$ cat src/rtl/voxel_mem_pkg.sv
// voxel_mem_pkg: shared types and width helpers for the voxel memory arbiter.
//   op_e       - command opcode held in the arbiter's command stage
//   req_id_w   - bits needed to name one of num_req requesters
//   pend_cnt_w - bits needed to count 0..max_pend outstanding reads
package voxel_mem_pkg;

   typedef enum logic {
      OP_READ  = 1'b0,
      OP_WRITE = 1'b1
   } op_e;

   function automatic int unsigned req_id_w(input int unsigned num_req);
      return (num_req > 1) ? $clog2(num_req) : 1;
   endfunction

   function automatic int unsigned pend_cnt_w(input int unsigned max_pend);
      return $clog2(max_pend + 1);
   endfunction

endpackage

$ cat src/rtl/voxel_id_fifo.sv
// voxel_id_fifo: synchronous FIFO of requester IDs, one entry per read
// issued to the SDRAM and not yet answered.
//   clk, reset       - clock, synchronous active-high reset (empties FIFO)
//   push, push_id    - enqueue an ID
//   pop              - dequeue the head (ignored when empty)
//   head_id          - current head entry
//   full, empty      - occupancy flags
// Push and pop in the same cycle are both honoured, including at full.
module voxel_id_fifo
   import voxel_mem_pkg::*;
#(
   parameter int unsigned DEPTH = 4,
   parameter int unsigned WIDTH = 2
) (
   input  logic             clk,
   input  logic             reset,
   input  logic             push,
   input  logic [WIDTH-1:0] push_id,
   input  logic             pop,
   output logic [WIDTH-1:0] head_id,
   output logic             full,
   output logic             empty
);

   localparam int unsigned PTR_W = $clog2(DEPTH);
   localparam int unsigned CNT_W = pend_cnt_w(DEPTH);

   logic [WIDTH-1:0] mem [DEPTH];
   logic [PTR_W-1:0] wr_ptr;
   logic [PTR_W-1:0] rd_ptr;
   logic [CNT_W-1:0] count;
   logic             do_push;
   logic             do_pop;

   assign full    = (count == CNT_W'(DEPTH));
   assign empty   = (count == '0);
   assign do_pop  = pop && !empty;
   assign do_push = push && (!full || do_pop);
   assign head_id = mem[rd_ptr];

   always_ff @(posedge clk) begin
      if (do_push) begin
         mem[wr_ptr] <= push_id;
      end
   end

   // DEPTH is a power of two, so the pointers wrap naturally.
   always_ff @(posedge clk) begin
      if (reset) begin
         wr_ptr <= '0;
         rd_ptr <= '0;
         count  <= '0;
      end else begin
         if (do_push) begin
            wr_ptr <= wr_ptr + 1'b1;
         end
         if (do_pop) begin
            rd_ptr <= rd_ptr + 1'b1;
         end
         count <= count + CNT_W'(do_push) - CNT_W'(do_pop);
      end
   end

endmodule

$ cat src/rtl/voxel_mem_arbiter.sv
// voxel_mem_arbiter: round-robin arbiter sharing one Avalon-MM master into
// SDRAM between NUM_REQ pipeline requesters.
//   clk, reset                      - single clock, synchronous active-high reset
//   req_valid/req_write/req_addr/
//   req_wdata                       - per-requester command (packed buses)
//   req_ready                       - one-hot grant, combinational
//   rsp_valid, rsp_rdata            - one-hot read-response strobe, shared data
//   avm_*                           - registered command stage to the slave
//   busy                            - stage full or reads outstanding
//   protocol_err                    - sticky: readdatavalid with nothing pending
// Up to MAX_PEND reads may be outstanding; requester IDs are queued at grant
// time and popped on each readdatavalid to route the response.
module voxel_mem_arbiter
   import voxel_mem_pkg::*;
#(
   parameter int unsigned NUM_REQ  = 4,
   parameter int unsigned ADDR_W   = 32,
   parameter int unsigned DATA_W   = 16,
   parameter int unsigned MAX_PEND = 4
) (
   input  logic                      clk,
   input  logic                      reset,
   input  logic [NUM_REQ-1:0]        req_valid,
   input  logic [NUM_REQ-1:0]        req_write,
   input  logic [NUM_REQ*ADDR_W-1:0] req_addr,
   input  logic [NUM_REQ*DATA_W-1:0] req_wdata,
   output logic [NUM_REQ-1:0]        req_ready,
   output logic [NUM_REQ-1:0]        rsp_valid,
   output logic [DATA_W-1:0]         rsp_rdata,
   output logic [ADDR_W-1:0]         avm_address,
   output logic                      avm_read,
   output logic                      avm_write,
   output logic [DATA_W-1:0]         avm_writedata,
   input  logic                      avm_waitrequest,
   input  logic [DATA_W-1:0]         avm_readdata,
   input  logic                      avm_readdatavalid,
   output logic                      busy,
   output logic                      protocol_err
);

   localparam int unsigned ID_W = req_id_w(NUM_REQ);

   logic               stage_full;
   logic               stage_free;
   logic [NUM_REQ-1:0] elig;
   logic               found;
   logic [ID_W-1:0]    winner;
   logic [ID_W-1:0]    rr;
   logic [ID_W-1:0]    rr_next;
   logic [31:0]        cand;
   logic               grant;
   op_e                win_op;
   logic               fifo_push;
   logic               fifo_pop;
   logic               fifo_full;
   logic               fifo_empty;
   logic [ID_W-1:0]    head_id;

   // The stage is full exactly when a command is being driven.
   assign stage_full = avm_read | avm_write;
   assign stage_free = !stage_full || !avm_waitrequest;

   // FIFO full is the same as inflight == MAX_PEND; a pop this cycle does
   // not make a read eligible until the next cycle.
   assign elig = req_valid & (req_write | {NUM_REQ{!fifo_full}});

   always_comb begin
      found  = 1'b0;
      winner = rr;
      cand   = '0;
      for (int unsigned k = 0; k < NUM_REQ; k++) begin
         cand = (32'(rr) + k) % NUM_REQ;
         if (!found && elig[ID_W'(cand)]) begin
            found  = 1'b1;
            winner = ID_W'(cand);
         end
      end
   end

   assign rr_next   = ID_W'((32'(winner) + 1) % NUM_REQ);
   assign grant     = found && stage_free && !reset;
   assign win_op    = req_write[winner] ? OP_WRITE : OP_READ;
   assign fifo_push = grant && (win_op == OP_READ);
   assign fifo_pop  = avm_readdatavalid && !fifo_empty;
   assign busy      = stage_full || !fifo_empty;

   always_comb begin
      req_ready = '0;
      if (grant) begin
         req_ready[winner] = 1'b1;
      end
   end

   voxel_id_fifo #(
      .DEPTH (MAX_PEND),
      .WIDTH (ID_W)
   ) u_id_fifo (
      .clk     (clk),
      .reset   (reset),
      .push    (fifo_push),
      .push_id (winner),
      .pop     (fifo_pop),
      .head_id (head_id),
      .full    (fifo_full),
      .empty   (fifo_empty)
   );

   always_ff @(posedge clk) begin
      if (reset) begin
         avm_read      <= 1'b0;
         avm_write     <= 1'b0;
         avm_address   <= '0;
         avm_writedata <= '0;
         rr            <= '0;
         rsp_valid     <= '0;
         rsp_rdata     <= '0;
         protocol_err  <= 1'b0;
      end else begin
         if (stage_free) begin
            if (grant) begin
               avm_read      <= (win_op == OP_READ);
               avm_write     <= (win_op == OP_WRITE);
               avm_address   <= req_addr[winner*ADDR_W +: ADDR_W];
               avm_writedata <= req_wdata[winner*DATA_W +: DATA_W];
               rr            <= rr_next;
            end else begin
               avm_read  <= 1'b0;
               avm_write <= 1'b0;
            end
         end

         rsp_valid <= '0;
         if (avm_readdatavalid) begin
            if (fifo_empty) begin
               protocol_err <= 1'b1;
            end else begin
               rsp_valid[head_id] <= 1'b1;
               rsp_rdata          <= avm_readdata;
            end
         end
      end
   end

endmodule

$ cat config.mk
export PLATFORM = sky130hd
export DESIGN_NAME = voxel_mem_arbiter
export DESIGN_NICKNAME = d
export VERILOG_FILES = /design/src/rtl/voxel_mem_pkg.sv /design/src/rtl/voxel_id_fifo.sv /design/src/rtl/voxel_mem_arbiter.sv
export SDC_FILE = /design/constraint.sdc
export NUM_CORES = 1
export LEC_CHECK = 0
export CAP_MARGIN = 20
export CORE_MARGIN = 1
export CORE_UTILIZATION = 37
export DETAILED_ROUTE_END_ITERATION = 8
export PLACE_DENSITY = 0.92
export SLEW_MARGIN = 20
export SYNTH_ARGS = -nofsm -noshare
export SYNTH_HDL_FRONTEND = slang
export SYNTH_SLANG_ARGS = --single-unit
export TNS_END_PERCENT = 100
$ cat constraint.sdc
create_clock -name clk -period 3.9 [get_ports clk]
set_input_delay 0.78 -clock clk [delete_from_list [all_inputs] [get_ports clk]]
set_output_delay 0.78 -clock clk [all_outputs]
set_load 0.05 [all_outputs]
==> metrics.md <==
| Metric | Value |
|---|---|
| Status | completed |
| CTS tree | yes |
| Area delta synth->final | 78.01% |
| Placed cell areas | 7871 um^2 |
| Synth cell types | 40 |
| Commonest non-fill, non-tap cells in the layout | 289 x clkdlybuf4s50_1, 268 x nand2_1, 82 x dfxtp_1 |
| DRC | 0 |
| GRT overflow | 0 |
| Critical R2R Capture | u_id_fifo.count[2] |
| Crit end category | output pin |
| Ys async rst share | 0% |
| R2R Setup Slk | 0.56 ns |
| I/O pin count | 296 |
| Starting Density | 38.34% |
| Cts bufs inserted | 9 |
| Final Wtd Congestion | 0.9071 |
| Worst R2R Start | u_id_fifo.count[2] |
| Antenna-violating nets left | 0 |
| Fin area | 8265 um^2 |
| TritonRoute pass-1 iters | 5 |
| Total chip power | 6.086 mW |
| Fin Clk Skew | 0.006830 ns |
| First-pass GRT wire length | 26.28 mm |
| Synth area leaders | dfxtp_1 35%, nand2_1 22%, a221o_1 9.5% |
| Vias in the first global route | 5439 |
| Worst Path Required | 3.12 ns |
| Fmax | 0.2622 GHz |
| Setup violations, final | 0 |
| CP endpoint | req_ready[0] |
| Worst Path Arrival | 3.03 ns |
| Synth Area per Inst | 7.587 um^2 |
| Routed len/inst | 15.59 um |
| H-tree depth | 3 |
| Reg2reg path depth | 13 |
| Clk Tree Root Cell | clkbuf_16 |
| Worst Tran Pin Value | 0.7606 ns |
| Netlist Area Pre-Place | 4643 um^2 |
| Sequential fraction of the synthesis area | 40.53% |
| MaxCap Viol Count | 0 |
| Core Area | 12110 um^2 |
| DP Wirelength | 12.23 mm |
| Worst-path maximum fanout | 3 |
| Via-per-instance ratio | 5.044 |
| Worst setup startpoint | req_write[1] |
| DIE AREA | 13000 um^2 |
| Initial antenna violation count | 0 |
| Post-synthesis sequential element count | 90 |
| DRT Wirelength | 16.69 mm |
| Worst setup path class | in2out |
| Slew Limit Fails | 0 |
| Clk sink count | 90 |
| Largest net degree at the start of global routing | 76 |
| DRT iter0 DRCs | 360 |
| Setup WS pre-CTS | -0.1663 ns |
| Yosys top cell area share | 35.35% |
| CTS hold repair buffers | 0 |
| Ant diodes | 0 |
| Die Y | 114.0 um |
| Pwr Density | 736.3 nW/um^2 |
| Post-synth net total | 843 |
| RSZ-0062 raised after global routing | false |
| Final min period | 3.814 ns |
| Final Hold Fails | 0 |
| Hold Crit Class | reg2reg |
| Yosys warns | 0 |
| Total Routing Usage GR | 25.75% |
| Clock Path Buffers | 2 |
| Yosys top cell by area | dfxtp_1 |
| Setup ws final | 0.08598 ns |
| Post-synth EDFFs | 8 |
| Worst-skew pair later-pin latency | 0.33 ns |
| Tcrit/Tclk final | 97.80% |
| PortBufs | 295 |
| Layout cells sized above 1 | 7.198% |
| Via Count | 5402 |
| Layout net count | 1129 |
| P_leak | 3.442 nW |
| Rel. slew slack | 49.29% |
| Worst VDD drop | 0.3471 mV |
| Leading cell type in the layout, fill and taps excluded | clkdlybuf4s50_1 |
| Crit path launch type | primary input |
| Syn Inst Count | 612 |
| Most used DFF post-synth | dfxtp_1 |
| Clock transition at path regs | 0.07 ns |
| Row count | 40 |
| Die Width | 114.0 um |
## cells in the mapped netlist, drive strengths merged (2+ instances only)
cell type / count
a32o: 2
nor2b: 3
nor3b: 5
and2: 11
dfxtp: 82
a221o: 44
mux4: 2
nand2: 268
xnor2: 3
o221ai: 2
ha: 10
nor2: 13
mux2i: 14
inv: 14
nor3: 2
or4b: 2
a31o: 5
clkbuf: 38
buf: 5
a21oi: 62
o31ai: 2
edfxtp: 8
## worst min-delay path by stage
stage | start | end | depth (start not counted)
floorplan | u_id_fifo.wr_ptr[0] | u_id_fifo.wr_ptr[0] | 1
global placement | rsp_rdata[5] | rsp_rdata[5] | 2
detailed placement | rsp_rdata[2] | rsp_rdata[2] | 2
CTS | rsp_rdata[2] | rsp_rdata[2] | 2
global route | rsp_rdata[3] | rsp_rdata[3] | 2
finish | rsp_rdata[8] | rsp_rdata[8] | 2
## critical path: stages
cell,delay [ns]
dlygate4sd2_1,0.27
or4b_4,0.55
a221o_1,0.34
and3b_1,0.21
nor3_4,0.23
buf_4,0.14
inv_1,0.05
ha_1,0.16
and2_1,0.16
buf_12,0.15
## per-layer routing
metal  part of all wire, %  GRT usage [%]
met5                     0              0
met4                   3.6          10.74
met3                   7.5          7.014
met2                    53          48.28
met1                    36          26.86
## power by group
part	switching, mW	internal, mW	total (mW)
clock network	0.409	0.517	0.926
logic	2.25	1.39	3.64
registers	0.230	1.29	1.52
## through the flow
stage | setup TNS, ns | hold slack (ns) | cells | utilization [%]
after global placement | -0.5432 | 0.4418 | 1052 | 64.99
after floorplan | 0 | 0.4685 | 612 | -
after global routing | 0 | 0.4767 | 1071 | 68.24
final | 0 | 0.4536 | 1071 | 68.24
after detailed placement | -0.7754 | 0.4475 | 1052 | 64.99
after CTS | 0 | 0.4580 | 1070 | 67.81
## sequential cells by signal, summed over array words and instances (netlist names), 3 cells and up, named ones only
signal	flops
avm_address	32
avm_writedata	16
rsp_rdata	16
rsp_valid	4
u_id_fifo.count	3
u_id_fifo.mem	8
## area by class of cell
class | instances | area, um^2
clock buffer | 9 | 225.2
clock inverter | 7 | 95.09
fill | 966 | 3846
inverter | 14 | 52.55
multi-input combinational | 465 | 2597
sequential | 90 | 1882
tap | 168 | 210.2
timing repair buffer | 318 | 3203
## logic make-up after synthesis
| logic type | count (synthesis) | synth area share (%) |
|---|---|---|
| xor gates and xnor gates | 4 | 0.7547 |
| muxes | 17 | 4.230 |
| buffers and inverters | 57 | 4.716 |
| DFF | 90 | 40.53 |
| and+or+nand+nor | 309 | 27.08 |
| AOI/OAI and AO/OA | 124 | 19.56 |
| adders and majority gates | 11 | 3.126 |
## repair_timing
item	CTS	global route
setup endpoints to repair	4	4
cloned	0	0
pin swaps	3	1
gates resized for setup	3	5
setup buffers	2	0
Power figures use the tool's default switching activity.
